File: src/rtl/lcd1602_pkg.sv
// Shared constants and state encoding for the LCD1602 text scroller
// and neighbouring LCD frame sources.
package lcd1602_pkg;

  localparam int         LCD_COLS   = 16;
  localparam int         LCD_ROWS   = 2;
  localparam int         LCD_CHARS  = 32;
  localparam logic [7:0] CHAR_SPACE = 8'h20;

  typedef enum logic [1:0] {
    CLEAR = 2'd0,
    IDLE  = 2'd1,
    SEND  = 2'd2
  } scroll_state_t;

endpackage

File: src/rtl/lcd1602_text_scroller_if.sv
// Character request stream from the scroller to the HD44780 write stage.
interface lcd1602_text_scroller_if;

  logic       char_valid;
  logic       char_ready;
  logic       char_row;
  logic [3:0] char_col;
  logic [7:0] char_data;

  modport master (
    output char_valid, char_row, char_col, char_data,
    input  char_ready
  );

  modport slave (
    input  char_valid, char_row, char_col, char_data,
    output char_ready
  );

endinterface

File: src/rtl/lcd_tick_gen.sv
// Free-running period counter; emits a one-cycle tick each time it wraps.
module lcd_tick_gen #(
  parameter int step_cycles = 1000
) (
  input  logic clk_i,
  input  logic rst_i,
  output logic tick_o
);

  localparam int            CW   = (step_cycles > 1) ? $clog2(step_cycles) : 1;
  localparam logic [CW-1:0] LAST = CW'(step_cycles - 1);

  logic [CW-1:0] cnt_q, cnt_d;
  logic          tick_q, tick_d;

  // Next count and wrap detection
  always_comb begin
    cnt_d  = cnt_q + CW'(1);
    tick_d = 1'b0;
    if (cnt_q == LAST) begin
      cnt_d  = '0;
      tick_d = 1'b1;
    end else begin
      tick_d = 1'b0;
    end
  end

  // Counter and tick registers
  always_ff @(posedge clk_i) begin
    if (rst_i) begin
      cnt_q  <= '0;
      tick_q <= 1'b0;
    end else begin
      cnt_q  <= cnt_d;
      tick_q <= tick_d;
    end
  end

  assign tick_o = tick_q;

endmodule

File: src/rtl/lcd1602_text_scroller.sv
// Message ribbon buffer with a scrolling 2x16 window, streamed one
// character per handshake to the LCD write stage.
module lcd1602_text_scroller
  import lcd1602_pkg::*;
#(
  parameter int clk_mhz = 27,
  parameter int msg_len = 32,
  parameter int step_ms = 300,
  parameter int w_key   = 8,
  localparam int AW     = $clog2(msg_len)
) (
  input  logic                 clk_i,
  input  logic                 rst_i,
  input  logic [w_key-1:0]     keys_i,
  input  logic                 wr_en_i,
  input  logic [AW-1:0]        wr_addr_i,
  input  logic [7:0]           wr_char_i,
  lcd1602_text_scroller_if.master char_m,
  output logic                 frame_done_o,
  output logic [AW-1:0]        offset_o,
  output logic                 paused_o,
  output logic                 dir_right_o,
  output logic                 busy_o
);

  localparam int            SW        = AW + 2;
  localparam logic [SW-1:0] LEN       = SW'(msg_len);
  localparam logic [SW-1:0] LEN2      = SW'(2 * msg_len);
  localparam logic [AW-1:0] LAST_ADDR = AW'(msg_len - 1);
  localparam logic [4:0]    LAST_K    = 5'(LCD_CHARS - 1);

  scroll_state_t state_q, state_d;
  logic [7:0]    mem_q [msg_len];
  logic [AW-1:0] clr_q, clr_d;
  logic [AW-1:0] offset_q, offset_d;
  logic [4:0]    k_q, k_d;
  logic          pend_q, pend_d;
  logic          paused_q, paused_d;
  logic          dir_q, dir_d;
  logic          valid_q, valid_d;
  logic          row_q, row_d;
  logic [3:0]    col_q, col_d;
  logic [7:0]    data_q, data_d;
  logic          done_q, done_d;
  logic [1:0]    key_s1_q, key_s2_q, key_prev_q;
  logic [1:0]    key_rise_s;
  logic          tick_s, xfer_s, wr_ok_s, unused_keys_s;
  logic [SW-1:0] sum_s;
  logic [AW-1:0] rd_addr_s;

  lcd_tick_gen #(
    .step_cycles(clk_mhz * 1000 * step_ms)
  ) u_tick (
    .clk_i (clk_i),
    .rst_i (rst_i),
    .tick_o(tick_s)
  );

  // Only the pause and direction keys matter; the rest of the bus is ignored.
  assign unused_keys_s = ^keys_i;
  assign key_rise_s    = key_s2_q & ~key_prev_q;
  assign xfer_s        = valid_q & char_m.char_ready;
  assign wr_ok_s       = wr_en_i && !rst_i && (state_q != CLEAR)
                         && ({1'b0, wr_addr_i} < (AW+1)'(msg_len));

  // Ribbon index (offset + k) mod msg_len; k < 32 means at most two wraps
  always_comb begin
    sum_s = SW'(offset_q) + SW'(k_q);
    if (sum_s >= LEN2) begin
      rd_addr_s = AW'(sum_s - LEN2);
    end else if (sum_s >= LEN) begin
      rd_addr_s = AW'(sum_s - LEN);
    end else begin
      rd_addr_s = AW'(sum_s);
    end
  end

  // FSM next state, payload staging, offset stepping and pending flag
  always_comb begin
    state_d  = state_q;
    clr_d    = clr_q;
    k_d      = k_q;
    pend_d   = pend_q;
    offset_d = offset_q;
    paused_d = paused_q ^ key_rise_s[0];
    dir_d    = dir_q ^ key_rise_s[1];
    valid_d  = valid_q;
    row_d    = row_q;
    col_d    = col_q;
    data_d   = data_q;
    done_d   = 1'b0;

    case (state_q)
      CLEAR: begin
        if (clr_q == LAST_ADDR) begin
          // The power-up frame is sent straight away, so nothing is left pending.
          clr_d   = '0;
          k_d     = '0;
          state_d = SEND;
        end else begin
          clr_d   = clr_q + AW'(1);
        end
      end
      IDLE: begin
        if (pend_q) begin
          pend_d  = 1'b0;
          k_d     = '0;
          state_d = SEND;
        end else begin
          state_d = IDLE;
        end
      end
      SEND: begin
        if (!valid_q) begin
          valid_d = 1'b1;
          row_d   = k_q[4];
          col_d   = k_q[3:0];
          data_d  = mem_q[rd_addr_s];
        end else if (xfer_s) begin
          valid_d = 1'b0;
          if (k_q == LAST_K) begin
            done_d  = 1'b1;
            state_d = IDLE;
          end else begin
            k_d     = k_q + 5'd1;
          end
        end else begin
          valid_d = 1'b1;
        end
      end
      default: begin
        state_d = CLEAR;
        clr_d   = '0;
        valid_d = 1'b0;
      end
    endcase

    // Ticks and host writes may land in any state; extra requests coalesce.
    if (tick_s && !paused_q) begin
      pend_d = 1'b1;
      if (dir_q) begin
        offset_d = (offset_q == '0) ? LAST_ADDR : offset_q - AW'(1);
      end else begin
        offset_d = (offset_q == LAST_ADDR) ? '0 : offset_q + AW'(1);
      end
    end else begin
      offset_d = offset_q;
    end
    if (wr_ok_s) begin
      pend_d = 1'b1;
    end else begin
      pend_d = pend_d;
    end
  end

  // Control, payload and key synchroniser registers
  always_ff @(posedge clk_i) begin
    if (rst_i) begin
      state_q    <= CLEAR;
      clr_q      <= '0;
      k_q        <= '0;
      pend_q     <= 1'b0;
      offset_q   <= '0;
      paused_q   <= 1'b0;
      dir_q      <= 1'b0;
      valid_q    <= 1'b0;
      row_q      <= 1'b0;
      col_q      <= 4'd0;
      data_q     <= CHAR_SPACE;
      done_q     <= 1'b0;
      key_s1_q   <= 2'b00;
      key_s2_q   <= 2'b00;
      key_prev_q <= 2'b00;
    end else begin
      state_q    <= state_d;
      clr_q      <= clr_d;
      k_q        <= k_d;
      pend_q     <= pend_d;
      offset_q   <= offset_d;
      paused_q   <= paused_d;
      dir_q      <= dir_d;
      valid_q    <= valid_d;
      row_q      <= row_d;
      col_q      <= col_d;
      data_q     <= data_d;
      done_q     <= done_d;
      key_s1_q   <= keys_i[1:0];
      key_s2_q   <= key_s1_q;
      key_prev_q <= key_s2_q;
    end
  end

  // Message buffer: blanked during CLEAR, otherwise written by the host
  always_ff @(posedge clk_i) begin
    if (state_q == CLEAR) begin
      mem_q[clr_q] <= CHAR_SPACE;
    end else if (wr_ok_s) begin
      mem_q[wr_addr_i] <= wr_char_i;
    end
  end

  assign char_m.char_valid = valid_q;
  assign char_m.char_row   = row_q;
  assign char_m.char_col   = col_q;
  assign char_m.char_data  = data_q;
  assign frame_done_o      = done_q;
  assign offset_o          = offset_q;
  assign paused_o          = paused_q;
  assign dir_right_o       = dir_q;
  assign busy_o            = (state_q != IDLE);

endmodule

File: src/flat_wrapper.sv
// flat-port wrapper written by rule: the top's interface ports become plain ports
module lcd1602_text_scroller_flat import lcd1602_pkg::*;
#(
  parameter int clk_mhz = 27,
  parameter int msg_len = 32,
  parameter int step_ms = 300,
  parameter int w_key   = 8,
  localparam int AW     = $clog2(msg_len)
)
  (clk_i, rst_i, keys_i, wr_en_i, wr_addr_i, wr_char_i, frame_done_o, offset_o, paused_o, dir_right_o, busy_o, char_m_char_valid, char_m_char_row, char_m_char_col, char_m_char_data, char_m_char_ready);
  lcd1602_text_scroller_if char_m_i ();
  input  logic clk_i;
  input  logic rst_i;
  input  logic [w_key-1:0] keys_i;
  input  logic wr_en_i;
  input  logic [AW-1:0] wr_addr_i;
  input  logic [7:0] wr_char_i;
  output logic frame_done_o;
  output logic [AW-1:0] offset_o;
  output logic paused_o;
  output logic dir_right_o;
  output logic busy_o;
  output wire logic [$bits(char_m_i.char_valid)-1:0] char_m_char_valid;
  output wire logic [$bits(char_m_i.char_row)-1:0] char_m_char_row;
  output wire logic [$bits(char_m_i.char_col)-1:0] char_m_char_col;
  output wire logic [$bits(char_m_i.char_data)-1:0] char_m_char_data;
  input wire logic [$bits(char_m_i.char_ready)-1:0] char_m_char_ready;
  assign char_m_char_valid = char_m_i.char_valid;
  assign char_m_char_row = char_m_i.char_row;
  assign char_m_char_col = char_m_i.char_col;
  assign char_m_char_data = char_m_i.char_data;
  assign char_m_i.char_ready = char_m_char_ready;
  lcd1602_text_scroller #(.clk_mhz(clk_mhz), .msg_len(msg_len), .step_ms(step_ms), .w_key(w_key)) u_core (.clk_i(clk_i), .rst_i(rst_i), .keys_i(keys_i), .wr_en_i(wr_en_i), .wr_addr_i(wr_addr_i), .wr_char_i(wr_char_i), .char_m(char_m_i), .frame_done_o(frame_done_o), .offset_o(offset_o), .paused_o(paused_o), .dir_right_o(dir_right_o), .busy_o(busy_o));
endmodule
File: config.mk
export PLATFORM = sky130hd
export DESIGN_NAME = lcd1602_text_scroller_flat
export DESIGN_NICKNAME = d
export VERILOG_FILES = /design/src/rtl/lcd1602_pkg.sv /design/src/rtl/lcd1602_text_scroller_if.sv /design/src/rtl/lcd_tick_gen.sv /design/src/rtl/lcd1602_text_scroller.sv /design/src/flat_wrapper.sv
export SDC_FILE = /design/constraint.sdc
export NUM_CORES = 1
export LEC_CHECK = 0
export BUFFER_PORTS_ARGS = -buffer_cell sky130_fd_sc_hd__buf_2
export CORE_MARGIN = 3
export CORE_UTILIZATION = 59
export CTS_CLUSTER_DIAMETER = 100
export DETAILED_ROUTE_END_ITERATION = 7
export PLACE_DENSITY = 0.75
export SLEW_MARGIN = 0
export SYNTH_ARGS = -nofsm -noshare
export SYNTH_HDL_FRONTEND = slang
export SYNTH_SLANG_ARGS = --single-unit
export TNS_END_PERCENT = 5
File: constraint.sdc
create_clock -name clk_i -period 6.08 [get_ports clk_i]
set_input_delay 0.304 -clock clk_i [delete_from_list [all_inputs] [get_ports clk_i]]
set_output_delay 0.304 -clock clk_i [all_outputs]
set_load 0.03 [all_outputs]
; Word level (Yosys, flattened, before mapping)
; Memories as Yosys holds them, arrays and structs flattened. A register that Yosys moved wholly into a read port is not among the register bits.
; Index checks and enable logic that the tools add are counted.
[word_totals]
reg_bits = 57
ram_bits = 256
in_bits = 25
out_inout_bits = 23
elab_cells = 101
mem_count = 1
[op_classes]
n_addsub = 8
order_cmp = 2
n_eq_ne = 13
muxes = 35
bitwise_logic = 8
n_reduce_logical = 18
[memory_table]
columns = memory, depth, word_bits, read_ports, rd_clocked_by_memory_dff, write_ports, line
row1 = u_core.mem_q, 32, 8, 1, 1, 1, lcd1602_text_scroller.sv:33  ; logic [7:0] mem_q [msg_len];
[op_table]
columns = cell, n
row1 = 2-to-1 mux 5 bit, 12
row2 = adder 23 x 1 -> 23 bit (second input constant), 1
row3 = == test 23 bit (second input constant), 1
row4 = adder 5 x 1 -> 5 bit (second input constant), 3
row5 = == test 5 bit (second input constant), 3
row6 = case mux 5 bit (3 select lines), 1
row7 = subtractor 5 x 1 -> 5 bit (second input constant), 3
row8 = 2-to-1 mux 1 bit, 13
row9 = inequality test 2 x 1 -> 1 bit (second input constant), 6
row10 = 2-to-1 mux 2 bit, 5
row11 = case mux 5 bit (2 select lines), 1
row12 = 2-to-1 mux 8 bit, 1
row13 = OR reduction 8 bit, 1
row14 = greater-or-equal comparator 6 x 7 -> 1 bit (second input constant), 1
row15 = adder 5 x 5 -> 6 bit, 1
row16 = greater-or-equal comparator 6 bit (second input constant), 1
row17 = case mux 2 bit (3 select lines), 1
row18 = AND reduction 6 bit, 1
row19 = nonzero test 3 bit, 2
row20 = OR reduction 2 bit, 3
row21 = logical NOT 5 bit, 1
row22 = AND reduction 4 bit, 1
row23 = OR reduction 4 bit, 1
row24 = logical AND 1 bit, 3
row25 = other kinds (13), 17

; Logic depth before layout (Yosys ltp)
[depth]
ltp_word = 8
mapped_depth = 10
depth_no_buf = 9

; Hierarchy
; From an unflattened synthesis, not the netlist that was laid out.
[hier_totals]
hier_cells = 820
area_unflattened_um2 = 13201.4
[modules_own_cells]
columns = module, instances, cells_each, area_per_inst_um2, seq_area_each_um2
row1 = lcd1602_text_scroller, 1, 693, 12070.3, 8508.2
row2 = lcd_tick_gen, 1, 127, 1131.1, 480.5

; Least setup slack after synthesis
; Ideal clock, no wire load.
[synth_path]
path_kind = reg2reg
start = register u_core.offset_q[0], in the netlist u_core.offset_o[0]
end = register u_core.data_q[0], in the netlist u_core.char_m.char_data[0] (read register of u_core.mem_q)
setup_ns = 0.136
arrival_time_ns = 2.577
required_time_ns = 5.944
path_slack_ns = 3.367
path_stages_with_launch = 11
path_buffers = 2
synth_period_minus_slack_ns = 2.713
cell_sequence = dfxtp_1 -> ha_1 -> inv_1 -> fa_1 -> buf_4 -> clkbuf_1 -> mux4_2 -> mux2i_1 -> mux2i_1 -> o22ai_1 -> nor3_2
[synth_between]
elab_chain_len = 4
elab_cells_between_ends = 7
classes_between = add/sub (3) / order compare (2) / mux (2)
[synth_rtl]
columns = item, line
row1 = "start, declared", lcd1602_text_scroller.sv:35  ; logic [AW-1:0] offset_q, offset_d;
row2 = "start signal, assigned", lcd1602_text_scroller.sv:179  ; offset_q <= offset_d;
row3 = adder 5 x 5 -> 6 bit (*), lcd1602_text_scroller.sv:68  ; sum_s = SW'(offset_q) + SW'(k_q);
row4 = subtractor 5 x 1 -> 5 bit / greater-or-equal comparator 6 bit (equally long branches), "lcd1602_text_scroller.sv:70, lcd1602_text_scroller.sv:72, lcd1602_text_scroller.sv:71"
row5 = 2-to-1 mux 5 bit, lcd1602_text_scroller.sv:71  ; end else if (sum_s >= LEN) begin
row6 = 2-to-1 mux 5 bit (*), lcd1602_text_scroller.sv:69  ; if (sum_s >= LEN2) begin
row7 = "end, declared", lcd1602_text_scroller.sv:43  ; logic [7:0] data_q, data_d;
; Every way passes the cells marked *; elsewhere a longest branch is shown, timed or not.
; A chain may end at the register's enable or synchronous reset.

; Worst setup path after layout
[layout_path]
start = register u_core.offset_q[0], in the netlist u_core.offset_o[0]
end = register u_core.data_q[5], in the netlist u_core.char_m.char_data[5] (read register of u_core.mem_q)
; Same word-level chain as after synthesis.

==> qor_table.md <==
| Group | Metric | Reported |
|:---|:---|:---|
| run status | Result of the run | finished clean |
| critical path | Worst setup endpoint | u_core.char_m.char_data[5] |
| critical path | Source of the worst register-to-register timing path | u_core.offset_o[0] |
| critical path | Required time of the critical path | 6.50 ns |
| critical path | Crit path largest cell delay | 1.35 ns |
| logic synthesis | Proportion of synthesized chip area in sequential cells | 0.678 |
| logic synthesis | Syn nets | 856 |
| power | Power per standard cell area | 350 mW/mm2 |
| timing | Number of max-slew violations in the final report | 0 |
| timing | Worst-margin pin slew | 1.33 ns |
| critical path | Type of the worst setup path | register to register |
| timing | Min cycle time layout | 3.83 ns |
| critical path | Most frequent cell on the critical path | sky130_fd_sc_hd__mux2i_1 |
| die | Placement row count | 54 |
| critical path | Buffers & Inverters on Critical Path | 2 |
| final layout | Area growth from synthesis to final layout | 11.0% |
| hold path | Classification of the worst-slack hold path | input pin to register |
| critical path | R2R setup slack | 2.25 ns |
| cts | Maximum buffer depth of the clock tree | 3 |
| routing | Vias per cell | 6.10 |
| logic synthesis | Synthesized area per cell | 16.3 um2 |
| die | Number of placed I/O pins | 48 |
| grt | Number of global-route vias before repair | 7,244 |
| die | Die area | 0.0243 mm2 |
| routing | Iteration-0 DRC Markers | 600 |
| critical path | Family with the most delay on the worst path | adder cells |
| timing | Max Fclk | 0.261 GHz |
| critical path | Slowest stage cell on the critical path | sky130_fd_sc_hd__fa_2 |
| cts | Sinks on the clock net | 321 |
| die | Die span in y | 156 um |
| grt | Total gr overflow | 0 |
| logic synthesis | Synthesized netlist cell count | 813 |
| timing | Clock skew | 0.00762 ns |
| timing | Final setup fails | 0 |
| logic synthesis | Number of synthesized flops with an enable pin | 256 |
| final layout | Ratio of cells with drive above 1 in the final layout | 0.204 |
| cts | Clock transition time at the flip-flop clock pins of the worst setup and hold paths | 0.06 ns |
| routing | Number of vias in the routed layout | 7,096 |
| grt | Initial antenna violation count | 0 |
| routing | DR pass1 iterations | 7 |
| placed design | Cell count after placement | 1,106 |
| timing | Fin Setup TNS | 0 ns |
| routing | Wire length per cell after detailed routing | 22.6 um |
| grt | Largest net degree at the start of global routing | 46 |
| routing | DRT Wirelength | 26.3 mm |
| logic synthesis | Synthesis warning total | 0 |
| critical path | Data arrival, critical path | 4.25 ns |
| grt | Wire length of the first global-routing pass | 41.3 mm |
| logic synthesis | Number of register bits inferred by synthesis | 321 |
| job | Max Cap Violations | 0 |
| routing | Final routed DRC violation total | 0 |
| critical path | Sort of element at the end of the critical path | register |
| timing | Hold violation total from the final report | 0 |
| critical path | Critical path startpoint | u_core.offset_o[0] |
| final layout | Number of nets at the end of the flow | 903 |
| cts | Setup repair bufs after CTS | 0 |
| final layout | Total inserted antenna cells | 0 |
| die | Width of the die | 156 um |
| logic synthesis | Share of flip-flops with an asynchronous set or reset | 0 |
| timing | RSZ-0062 raised after global routing | no |
| die | Area of the placeable core | 0.0220 mm2 |
| critical path | Worst-case reg-to-reg path depth | 9 |
| cts | H-tree lvl count | 1 |
| critical path | End of the worst register-to-register path | u_core.char_m.char_data[5] |
| logic synthesis | Predominant post-synthesis flop cell | sky130_fd_sc_hd__edfxtp_1 |
| power | Maximum VDD drop | 0.212 mV |
| cts | Buffer type at the clock tree root | sky130_fd_sc_hd__clkbuf_16 |
| timing | Slew HR | 0.111 |
| critical path | Highest net fanout along the worst path | 43 |
| critical path | Startpoint class of the critical path | register |
| logic synthesis | Number of different library cells in the post-synthesis netlist | 59 |
| grt | Global Route Usage Sum | 0.222 |
| cts | CTS tree | yes |
| power | Leakage component of the power | 5.21 nW |
| timing | Fraction of the cycle the final worst path needs | 0.630 |
| placed design | IO buf count | 41 |
| placed design | Half-perimeter wire length of the detailed placement result | 16.7 mm |
| die | Effective utilization at floorplan | 0.604 |
| final layout | Post-Layout Cell Count | 1,164 |
| cts | Later-pin clock latency in the skew report | 0.54 ns |
| routing | Final antenna-violating net count | 0 |
| logic synthesis | Netlist area before placement | 0.0133 mm2 |
| critical path | CP cell instances | ha_4 -> inv_1 -> fa_2 -> buf_4 -> mux4_2 -> mux2i_1 -> mux2i_1 -> mux2i_1 -> a21oi_1 |
| cts | Number of CTS-inserted buffers | 31 |
| critical path | Critical path depth | 9 |
| placed design | Final weighted congestion of routability-driven global placement | 0.882 |
repair_timing:
| item | 4_1_cts | 5_1_grt |
|---|---|---|
| resized for setup | 0 | 0 |
| hold endpoints to repair | 1 | 0 |
| hold buffers | 1 | 0 |
stage by stage:
| step | area [um2] | hold WS (ns) | utilization | power, mW | worst slack [ns] |
|---|---|---|---|---|---|
| 2_1_floorplan | 13300 | 0.414 | - | 3.03 | 3.37 |
| 3_3_place_gp | 13600 | 0.419 | 0.621 | 3.18 | 2.33 |
| 3_5_place_dp | 13600 | 0.450 | 0.621 | 3.21 | 2.33 |
| 4_1_cts | 14700 | 0.00942 | 0.670 | 5.18 | 2.30 |
| 5_1_grt | 14700 | 0.00662 | 0.670 | 5.32 | 2.07 |
| 6_report | 14700 | 0.0377 | 0.670 | 5.15 | 2.25 |
cell type report:
cell class	count	area, um2
clock inverters	13	176
flip-flops and latches	321	8990
repair buffers	46	245
well taps	280	350
multi-input cells	449	4030
clock buffers	44	895
inverters	11	41.3
fillers	1410	7240
cells in the mapped netlist (all sizes together), types with 8 or more instances:
master,n,area (um2)
and3,14,87.6
nand2,43,161
edfxtp,256,7690
nand2b,8,50.1
xor2,17,156
clkbuf,8,30.0
mux4,64,1450
o22ai,8,50.1
xnor2,12,124
nor2b,14,95.1
dfxtp,65,1300
nand3,11,55.1
a21oi,24,128
mux2i,55,571
buf,24,201
nor3,18,141
ha,17,213
inv,11,41.3
nor2,99,379
report_power, final:
part	internal [mW]	switching (mW)
Sequential	2.50	0.0566
Clock	1.19	0.785
Combinational	0.221	0.387
Total	3.92	1.23
flip-flops by register name, indices dropped and copies added, names as in the netlist, 2 cells and up:
signal	flops
u_core.k_q	5
u_core.u_tick.cnt_q	23
u_core.key_prev_q	2
u_core.char_m.char_col	4
u_core.key_s2_q	2
u_core.char_m.char_data	8
u_core.key_s1_q	2
u_core.mem_q	256
u_core.state_q	2
u_core.offset_o	5
u_core.clr_q	5
placed cells by master (no fill, tap or decap), types with 3 or more instances in the layout:
cell type / netlist / final
sky130_fd_sc_hd__o21ai_0: 5 / 5
sky130_fd_sc_hd__nor3_1: 9 / 9
sky130_fd_sc_hd__nand4_1: 5 / 5
sky130_fd_sc_hd__nor3_2: 8 / 8
sky130_fd_sc_hd__nor2_1: 98 / 98
sky130_fd_sc_hd__a21oi_1: 22 / 22
sky130_fd_sc_hd__bufinv_16: 0 / 4
sky130_fd_sc_hd__edfxtp_1: 256 / 256
sky130_fd_sc_hd__a211oi_1: 3 / 3
sky130_fd_sc_hd__mux4_2: 63 / 63
sky130_fd_sc_hd__dfxtp_1: 65 / 65
sky130_fd_sc_hd__xor2_1: 16 / 16
sky130_fd_sc_hd__buf_2: 8 / 41
sky130_fd_sc_hd__and3_1: 14 / 14
sky130_fd_sc_hd__mux2i_1: 52 / 52
sky130_fd_sc_hd__buf_4: 4 / 4
sky130_fd_sc_hd__nand2b_1: 8 / 8
sky130_fd_sc_hd__ha_1: 17 / 16
sky130_fd_sc_hd__o22ai_1: 8 / 8
sky130_fd_sc_hd__clkbuf_8: 0 / 7
sky130_fd_sc_hd__clkbuf_16: 0 / 31
sky130_fd_sc_hd__clkinv_2: 0 / 5
sky130_fd_sc_hd__nand2_1: 43 / 43
sky130_fd_sc_hd__nor2b_1: 13 / 13
sky130_fd_sc_hd__clkbuf_1: 8 / 6
sky130_fd_sc_hd__inv_1: 11 / 11
sky130_fd_sc_hd__nand3_1: 11 / 11
sky130_fd_sc_hd__xnor2_1: 11 / 11
worst register-to-register path, delay by kind of cell (launching register included):
family / cells / cell delay, ns
compound gates: 1 / 0.10
fa+ha+maj: 2 / 1.54
buf+inv: 2 / 0.57
flops: 1 / 0.54
mux: 4 / 0.95
worst min-delay path by stage:
stage                              start                   endpoint  cells after the start
2_1_floorplan         u_core.key_s1_q[0]         u_core.key_s2_q[0]                      1
3_3_place_gp          u_core.key_s1_q[0]         u_core.key_s2_q[0]                      1
3_5_place_dp   u_core.char_m.char_col[0]  u_core.char_m.char_col[0]                      2
4_1_cts                        keys_i[1]         u_core.key_s1_q[1]                      2
5_1_grt                        keys_i[1]         u_core.key_s1_q[1]                      2
6_report                       keys_i[1]         u_core.key_s1_q[1]                      2
cells by family after synthesis:
kind of cell,after synthesis,share of synthesized area
AOI/OAI and AO/OA,52,0.0242
xor gates and xnor gates,29,0.0211
adders and majority gates,18,0.0176
buffers and inverters,43,0.0206
DFF,321,0.678
muxes,119,0.152
and+or+nand+nor,231,0.0867
routing by layer:
layer / up-vias / track usage / part of all wire
met3: 56 / 0.0333 / 0.058
met4: 0 / 0.0656 / 0.028
li1: 3213 / - / -
met2: 239 / 0.369 / 0.51
met5: - / 0 / 0
met1: 3588 / 0.309 / 0.41
(Power assumes the default switching activity.)
